==> src/rtl/mips_id_stage.sv <==
// MIPS instruction-decode stage: register file, main control decode,
// load-use hazard detection and the ID/EX pipeline register.
module mips_id_stage (
  input  logic        CLK,
  input  logic        RST_N,
  input  logic [31:0] IF_ID_NEXT_INS_ADR,
  input  logic [31:0] IF_ID_CUR_INS,
  input  logic        WB_REG_WRITE,
  input  logic [4:0]  WB_WRITE_REG,
  input  logic [31:0] WB_WRITE_DATA,
  input  logic        ID_EX_FLUSH,
  output logic        STALL,
  output logic [31:0] ID_EX_NEXT_INS_ADR,
  output logic [31:0] ID_EX_READ_DATA1,
  output logic [31:0] ID_EX_READ_DATA2,
  output logic [31:0] ID_EX_SIGN_EXT_IMM,
  output logic [4:0]  ID_EX_RS,
  output logic [4:0]  ID_EX_RT,
  output logic [4:0]  ID_EX_RD,
  output logic [1:0]  ID_EX_WB,
  output logic [2:0]  ID_EX_M,
  output logic [3:0]  ID_EX_EX
);

  localparam logic [5:0] OP_RTYPE = 6'h00;
  localparam logic [5:0] OP_LW    = 6'h23;
  localparam logic [5:0] OP_SW    = 6'h2B;
  localparam logic [5:0] OP_BEQ   = 6'h04;
  localparam logic [5:0] OP_ADDI  = 6'h08;

  logic [31:0]        rf [32];
  logic               wr_en;
  logic [5:0]         opcode_p0;
  logic [4:0]         rs_p0, rt_p0, rd_p0;
  logic [31:0]        rd1_p0, rd2_p0;
  logic signed [31:0] imm_p0;
  logic [1:0]         wb_p0;
  logic [2:0]         m_p0;
  logic [3:0]         ex_p0;
  logic               bubble_p0;

  function automatic logic signed [31:0] sign_ext(input logic [15:0] v);
    return $signed({{16{v[15]}}, v});
  endfunction

  assign wr_en = WB_REG_WRITE && (WB_WRITE_REG != 5'd0);

  always_ff @(posedge CLK or negedge RST_N) begin
    if (!RST_N) begin
      for (int i = 0; i < 32; i++) rf[i] <= '0;
    end else if (wr_en) begin
      rf[WB_WRITE_REG] <= WB_WRITE_DATA;
    end
  end

  // ---- p0: field extraction, register read with write-through, decode
  assign opcode_p0 = IF_ID_CUR_INS[31:26];
  assign rs_p0     = IF_ID_CUR_INS[25:21];
  assign rt_p0     = IF_ID_CUR_INS[20:16];
  assign rd_p0     = IF_ID_CUR_INS[15:11];
  assign imm_p0    = sign_ext(IF_ID_CUR_INS[15:0]);

  always_comb begin
    rd1_p0 = rf[rs_p0];
    if (rs_p0 == 5'd0)                          rd1_p0 = '0;
    else if (wr_en && (WB_WRITE_REG == rs_p0))  rd1_p0 = WB_WRITE_DATA;
  end

  always_comb begin
    rd2_p0 = rf[rt_p0];
    if (rt_p0 == 5'd0)                          rd2_p0 = '0;
    else if (wr_en && (WB_WRITE_REG == rt_p0))  rd2_p0 = WB_WRITE_DATA;
  end

  // WB={RegWrite,MemtoReg}  M={Branch,MemRead,MemWrite}  EX={RegDst,ALUOp,ALUSrc}
  always_comb begin
    wb_p0 = 2'b00;
    m_p0  = 3'b000;
    ex_p0 = 4'b0000;
    case (opcode_p0)
      OP_RTYPE: begin wb_p0 = 2'b10; m_p0 = 3'b000; ex_p0 = 4'b1100; end
      OP_LW:    begin wb_p0 = 2'b11; m_p0 = 3'b010; ex_p0 = 4'b0001; end
      OP_SW:    begin wb_p0 = 2'b00; m_p0 = 3'b001; ex_p0 = 4'b0001; end
      OP_BEQ:   begin wb_p0 = 2'b00; m_p0 = 3'b100; ex_p0 = 4'b0010; end
      OP_ADDI:  begin wb_p0 = 2'b10; m_p0 = 3'b000; ex_p0 = 4'b0001; end
      default:  begin wb_p0 = 2'b00; m_p0 = 3'b000; ex_p0 = 4'b0000; end
    endcase
  end

  // A load in EX whose target is read here must wait one cycle for the data.
  assign STALL = ID_EX_M[1] && (ID_EX_RT != 5'd0) &&
                 ((ID_EX_RT == rs_p0) || (ID_EX_RT == rt_p0));
  assign bubble_p0 = STALL || ID_EX_FLUSH;

  // ---- p1: ID/EX register
  always_ff @(posedge CLK or negedge RST_N) begin
    if (!RST_N) begin
      ID_EX_NEXT_INS_ADR <= '0;
      ID_EX_READ_DATA1   <= '0;
      ID_EX_READ_DATA2   <= '0;
      ID_EX_SIGN_EXT_IMM <= '0;
      ID_EX_RS           <= '0;
      ID_EX_RT           <= '0;
      ID_EX_RD           <= '0;
      ID_EX_WB           <= '0;
      ID_EX_M            <= '0;
      ID_EX_EX           <= '0;
    end else begin
      ID_EX_NEXT_INS_ADR <= IF_ID_NEXT_INS_ADR;
      ID_EX_READ_DATA1   <= rd1_p0;
      ID_EX_READ_DATA2   <= rd2_p0;
      ID_EX_SIGN_EXT_IMM <= imm_p0;
      ID_EX_RS           <= rs_p0;
      ID_EX_RT           <= rt_p0;
      ID_EX_RD           <= rd_p0;
      ID_EX_WB           <= bubble_p0 ? 2'b00   : wb_p0;
      ID_EX_M            <= bubble_p0 ? 3'b000  : m_p0;
      ID_EX_EX           <= bubble_p0 ? 4'b0000 : ex_p0;
    end
  end

endmodule
==> config.mk <==
export PLATFORM = sky130hd
export DESIGN_NAME = mips_id_stage
export DESIGN_NICKNAME = d
export VERILOG_FILES = /design/src/rtl/mips_id_stage.sv
export SDC_FILE = /design/constraint.sdc
export NUM_CORES = 2
export LEC_CHECK = 0
export CORE_UTILIZATION = 50
export DETAILED_ROUTE_END_ITERATION = 10
export PLACE_DENSITY = 0.72
export SYNTH_ARGS = -nofsm -noshare
export SYNTH_HDL_FRONTEND = slang
export SYNTH_SLANG_ARGS = --single-unit
==> constraint.sdc <==
create_clock -name CLK -period 2.5 [get_ports CLK]
set_input_delay 0.25 -clock CLK [delete_from_list [all_inputs] [get_ports CLK]]
set_output_delay 0.25 -clock CLK [all_outputs]
set_load 0.1 [all_outputs]
# Word level (Yosys, flattened, before mapping)
# Index checks and enable logic that the tools add are counted.
[totals]
register_bits = 1160
out_inout_bits = 153
[classes]
n_bitwise = 3
n_eq_ne = 8
n_mux = 19
magnitude_cmp = 4
n_reduce_logical = 15
[ops]
columns = ["operator", "count"]
rows = [
  ["$bwmux W1024", 1],
  ["$bmux W32 S5", 2],
  ["$mux W32", 9],
  ["$demux W32 S5", 1],
  ["$eq A5 B5 Y1", 4],
  ["$ge A6 B6 Y1 const B", 3],
  ["$not A5 Y6", 3],
  ["$eq A6 B6 Y1 const B", 2],
  ["$pmux W4 S3", 1],
  ["$logic_not A5 Y1", 2],
  ["$reduce_bool A5 Y1", 2],
  ["$pmux W3 S3", 1],
  ["$eq A6 B3 Y1 const B", 1],
  ["$eq A6 B4 Y1 const B", 1],
  ["$logic_and A1 B1 Y1", 6],
  ["$logic_not A6 Y1", 1],
  ["$lt A6 B1 Y1 const B", 1],
  ["$mux W4", 1],
  ["$pmux W2 S2", 1],
  ["$mux W3", 1],
  ["$reduce_or A3 Y1", 1],
  ["$logic_or A1 B1 Y1", 2],
  ["$mux W2", 1],
  ["$reduce_or A2 Y1", 1],
]

# Depth between registers and ports, before layout
[depth]
depth_word = 6
mapped_depth = 10

# Least setup slack after synthesis
# Ideal clock, no wire load.
[synth_timing]
kind = "register -> output"
start = "register ID_EX_RT[3]"
end = "output STALL"
t_arrival_ns = 2.726
t_required_ns = 2.250
setup_slack_ns = -0.476
path_buffers = 0
path_stages_with_launch = 5
path_cell_list = "dfrtp_1 -> xor2_1 -> nor3_1 -> a22oi_2 -> nor2_1"
[synth_between]
elab_chain_cells = 3
elab_cells_between_ends = 6
cone_classes = "2 x eq/ne; 4 x reduce/logical"
[synth_rtl]
columns = ["element", "line_no", "source"]
rows = [
  ["start: declaration", "18", "output logic [4:0] ID_EX_RT,"],
  ["start signal: assignment", "114", "ID_EX_RT <= rt_p0;"],
  ["$eq A5 B5 Y1 or $reduce_bool A5 Y1 (tied branches)", "92, 91", ""],
  ["$logic_or A1 B1 Y1 or $logic_and A1 B1 Y1 (tied branches)", "92, 91", ""],
  ["$logic_and A1 B1 Y1 *", "91", "assign STALL = ID_EX_M[1] && (ID_EX_RT != 5'd0) &&"],
  ["end: declaration", "12", "output logic STALL,"],
]
# Every way passes the cells marked *; elsewhere a longest branch is shown, timed or not.

# Final worst setup path
[layout_timing]
start = "register ID_EX_RT[2]"
end = "output STALL"
# The elaborated chain is that of the path after synthesis.

==> metrics.md <==
| Metric | Value |
|---|---|
| Final min period | 2.51 ns |
| Ranking of synthesized cells by area | dfrtp_1 (49%), mux2_2 (18%), mux4_2 (13%) |
| Drt pass-1 iters | 6 |
| CP max-delay cell | or4_4 |
| Req. time, crit path | 2.25 ns |
| Clk pin slew, worst setup/hold paths | 0.06 ns |
| Die area | 119000 um2 |
| Core area | 117000 um2 |
| RSZ-0062 raised after global routing | true |
| Flops & latches, synth | 1153 |
| CTS Root Cell | clkbuf_16 |
| Residual DRC count | 0 |
| GRT Residual Overflow | 0 |
| Post-synthesis cell count | 4132 |
| Syn Nets | 4237 |
| Critical path launch point | ID_EX_RT[2] |
| Starting density of the core | 50.6% |
| Post-Syn Area per Cell | 14.3 um2 |
| Top delay family on crit path | simple AND/OR/NAND/NOR gates |
| Final Skew | 0.0292 ns |
| Clock Latency Late Sink | 0.76 ns |
| Routed WL | 199000 um |
| # clock sinks | 1153 |
| Crit end category | primary output |
| Layout area overhead | 19.6% |
| Initial antenna violation count | 4 |
| Final instance area | 70500 um2 |
| Reg2reg start | rf[327] |
| Highest ir drop seen on vdd | 0.551 mV |
| Worst hold path class | primary input to asynchronous set/reset pin |
| Critical path cell sequence | or4_4 -> o21ai_4 -> nor2_4 -> buf_12 |
| Final worst-path setup slack | -0.00628 ns |
| Seq/Total Area, Yosys | 48.9% |
| Max incr delay on CP | 0.65 ns |
| Critical Path End | STALL |
| Area share of the largest cell type after synthesis | 48.9% |
| Port Buffer Count | 257 |
| Max-cap viol count | 0 |
| First-pass GRT wire length | 294000 um |
| Run status | finished, violations left |
| Sequential Area | 28900 um2 |
| # IOs | 258 |
| Buffers & Inverters on Critical Path | 1 |
| Slew margin rel. | 41.4% |
| Pwr dens | 805 nW/um2 |
| # H-tree levels | 4 |
| CTS tree | done |
| Post-layout util | 60.5% |
| Nets | 4611 |
| Cell Area, Placed | 65500 um2 |
| Clock Tree Buf Depth | 3 |
| CP Depth | 4 |
| Vias in the first global route | 42.2k |
| Routed via count | 41.4k |
| CP Class | flop to primary output |
| Filler cells | 8766 |
| Share of cells above drive strength 1 | 45.7% |
| Final count of hold timing violations | 0 |
| Hold_ws | 0.0123 ns |
| Max-slew violation count | 0 |
| F_max | 399 MHz |
| Antenna-violating nets left | 0 |
| GP Congestion | 0.880 |
| Synth area leader | dfrtp_1 |
| Setup crit start kind | flop |
| Register-to-Register Path Depth | 7 |
| Total track usage | 33.4% |
| Die height | 345 um |
| Leak pwr | 31.4 nW |
| Initial DRC count | 5008 |
| RR Endpoint | ID_EX_READ_DATA1[7] |
| Ys Warns | 0 |
| Multi-input logic area | 28100 um2 |
| Chip Width | 345 um |
| Floorplan row count | 125 |
| CTS Buf Count | 131 |
| Failing checks | setup timing |
| Setup Viol. Count Final | 1 |
| Worst-Margin Slew | 0.876 ns |
| Post-Syn Area | 59000 um2 |
| Post-synthesis cell type count | 66 |
| Detailed-route wire length per cell | 32.4 um |
| Vias per cell | 6.75 |
| Reg-to-reg setup timing slack | 0.51 ns |
| Ys flop type | dfrtp_1 |
| DP HPWL | 127000 um |
| Crit path DAT | 2.26 ns |
| Post-Place Setup Slack | -0.0391 ns |
| Crit Path Max Fanout | 4 |
| Asr flop ratio synth | 100% |
| EDFF count, synth | 0 |
| Fin crit share | 100% |
| Largest net degree at the start of global routing | 113 |
## worst min-delay path by stage
stage | startpoint | to | cells past startpoint
final | RST_N | ID_EX_RD[0] | 2
after global routing | IF_ID_NEXT_INS_ADR[9] | ID_EX_NEXT_INS_ADR[9] | 1
after floorplan | RST_N | ID_EX_EX[0] | 0
after CTS | IF_ID_NEXT_INS_ADR[9] | ID_EX_NEXT_INS_ADR[9] | 1
after global placement | RST_N | ID_EX_RD[0] | 1
after detailed placement | RST_N | ID_EX_RD[0] | 1
## power by group
part / switching (W) / internal, W / total, W
Clock: 0.00808 / 0.0117 / 0.0198
Combinational: 0.00608 / 0.00623 / 0.0123
Sequential: 0.00268 / 0.0220 / 0.0247
Total: 0.0168 / 0.0400 / 0.0568
## layout make-up
class / count / share of cell area (%)
clock inverter: 47 / 0.793
inverter: 5 / 0.0266
clock buffer: 189 / 5.48
antenna: 1 / 0.00355
multi-input combinational: 2502 / 39.8
timing repair buffer: 713 / 10.3
sequential: 1153 / 40.9
tap: 1524 / 2.70
## state kept, by name, summed over array words and instances (netlist names)
signal	cells
ID_EX_M	3
ID_EX_READ_DATA2	32
ID_EX_RT	5
ID_EX_WB	1
ID_EX_RS	5
ID_EX_RD	5
rf	1024
ID_EX_EX	3
ID_EX_SIGN_EXT_IMM	11
ID_EX_NEXT_INS_ADR	32
ID_EX_READ_DATA1	32
## metal layers
metal	up-vias	wire [um]	GRT usage, %
met5	-	46	0
met4	6	9710	14.6
met3	570	19300	7.77
met2	2434	90800	51.3
met1	21900	79000	45.5
li1	16500	-	-
## through the flow
step | TNS [ns] | power (W) | cells
final | -0.00628 | 0.0568 | 6134
after global routing | -0.0390 | 0.0588 | 6134
after CTS | -0.0426 | 0.0568 | 6131
after detailed placement | -0.646 | 0.0370 | 5836
after global placement | -0.0231 | 0.0365 | 5836
after floorplan | 0 | 0.0328 | 4132
## cell usage in the layout (no fill, tap or decap), drive strengths merged, types with 36 or more instances in the layout
| cell type | Yosys | final |
|---|---|---|
| o221ai | 43 | 43 |
| a22oi | 46 | 46 |
| nor2 | 36 | 36 |
| mux2 | 1028 | 1028 |
| clkdlybuf4s50 | 0 | 93 |
| buf | 238 | 564 |
| nand2 | 113 | 113 |
| mux4 | 331 | 331 |
| mux2i | 373 | 373 |
| dlygate4sd3 | 0 | 55 |
| clkbuf | 234 | 190 |
| o21ai | 96 | 96 |
| a21oi | 64 | 64 |
| o22ai | 39 | 39 |
| a221oi | 65 | 65 |
| dfrtp | 1153 | 1153 |
## synth_stat cells (6+ instances only)
| master | number |
|---|---|
| a22o_1 | 9 |
| mux4_2 | 331 |
| a21oi_1 | 64 |
| buf_2 | 98 |
| clkbuf_1 | 233 |
| buf_4 | 55 |
| dfrtp_1 | 1153 |
| o21ai_0 | 51 |
| o2111ai_1 | 7 |
| buf_1 | 56 |
| a211oi_1 | 12 |
| o221ai_1 | 43 |
| nor2_1 | 35 |
| nor3_1 | 31 |
| o22ai_1 | 39 |
| and3_1 | 8 |
| nor2b_1 | 9 |
| nand2b_1 | 9 |
| buf_6 | 28 |
| nand2_1 | 113 |
| xnor2_1 | 8 |
| a211o_1 | 9 |
| mux2_1 | 92 |
| o21ai_1 | 45 |
| nand3b_1 | 6 |
| nor3b_1 | 11 |
| nand4_1 | 18 |
| a22oi_1 | 45 |
| mux2_2 | 936 |
| mux2i_1 | 373 |
| a221o_1 | 27 |
| a32o_1 | 32 |
| a221oi_1 | 65 |
| xor2_1 | 12 |
| a31oi_1 | 7 |
| nand3_1 | 13 |
## repair_timing
item / in CTS / in global routing
pin swaps: 4 / 2
hold endpoints to repair: 646 / 0
setup buffers: 4 / 2
gates cloned: 0 / 0
resized for setup: 8 / 1
hold buffers: 55 / 0
endpoints found under the setup margin: 1 / 1
## kinds of logic (layout without fill, tap and decap cells)
kind of cell              Yosys count  after routing  share of synthesized area, %
and+or+nand+nor                   277            277                          2.35
buffers and inverters             477            954                          3.97
xor gates and xnor gates           20             20                         0.297
AOI/OAI and AO/OA                 473            473                          5.85
muxes                            1732           1732                          38.6
other                               0              1                             0
DFF                              1153           1153                          48.9
Note: power is estimated with default switching activity, not from simulation.
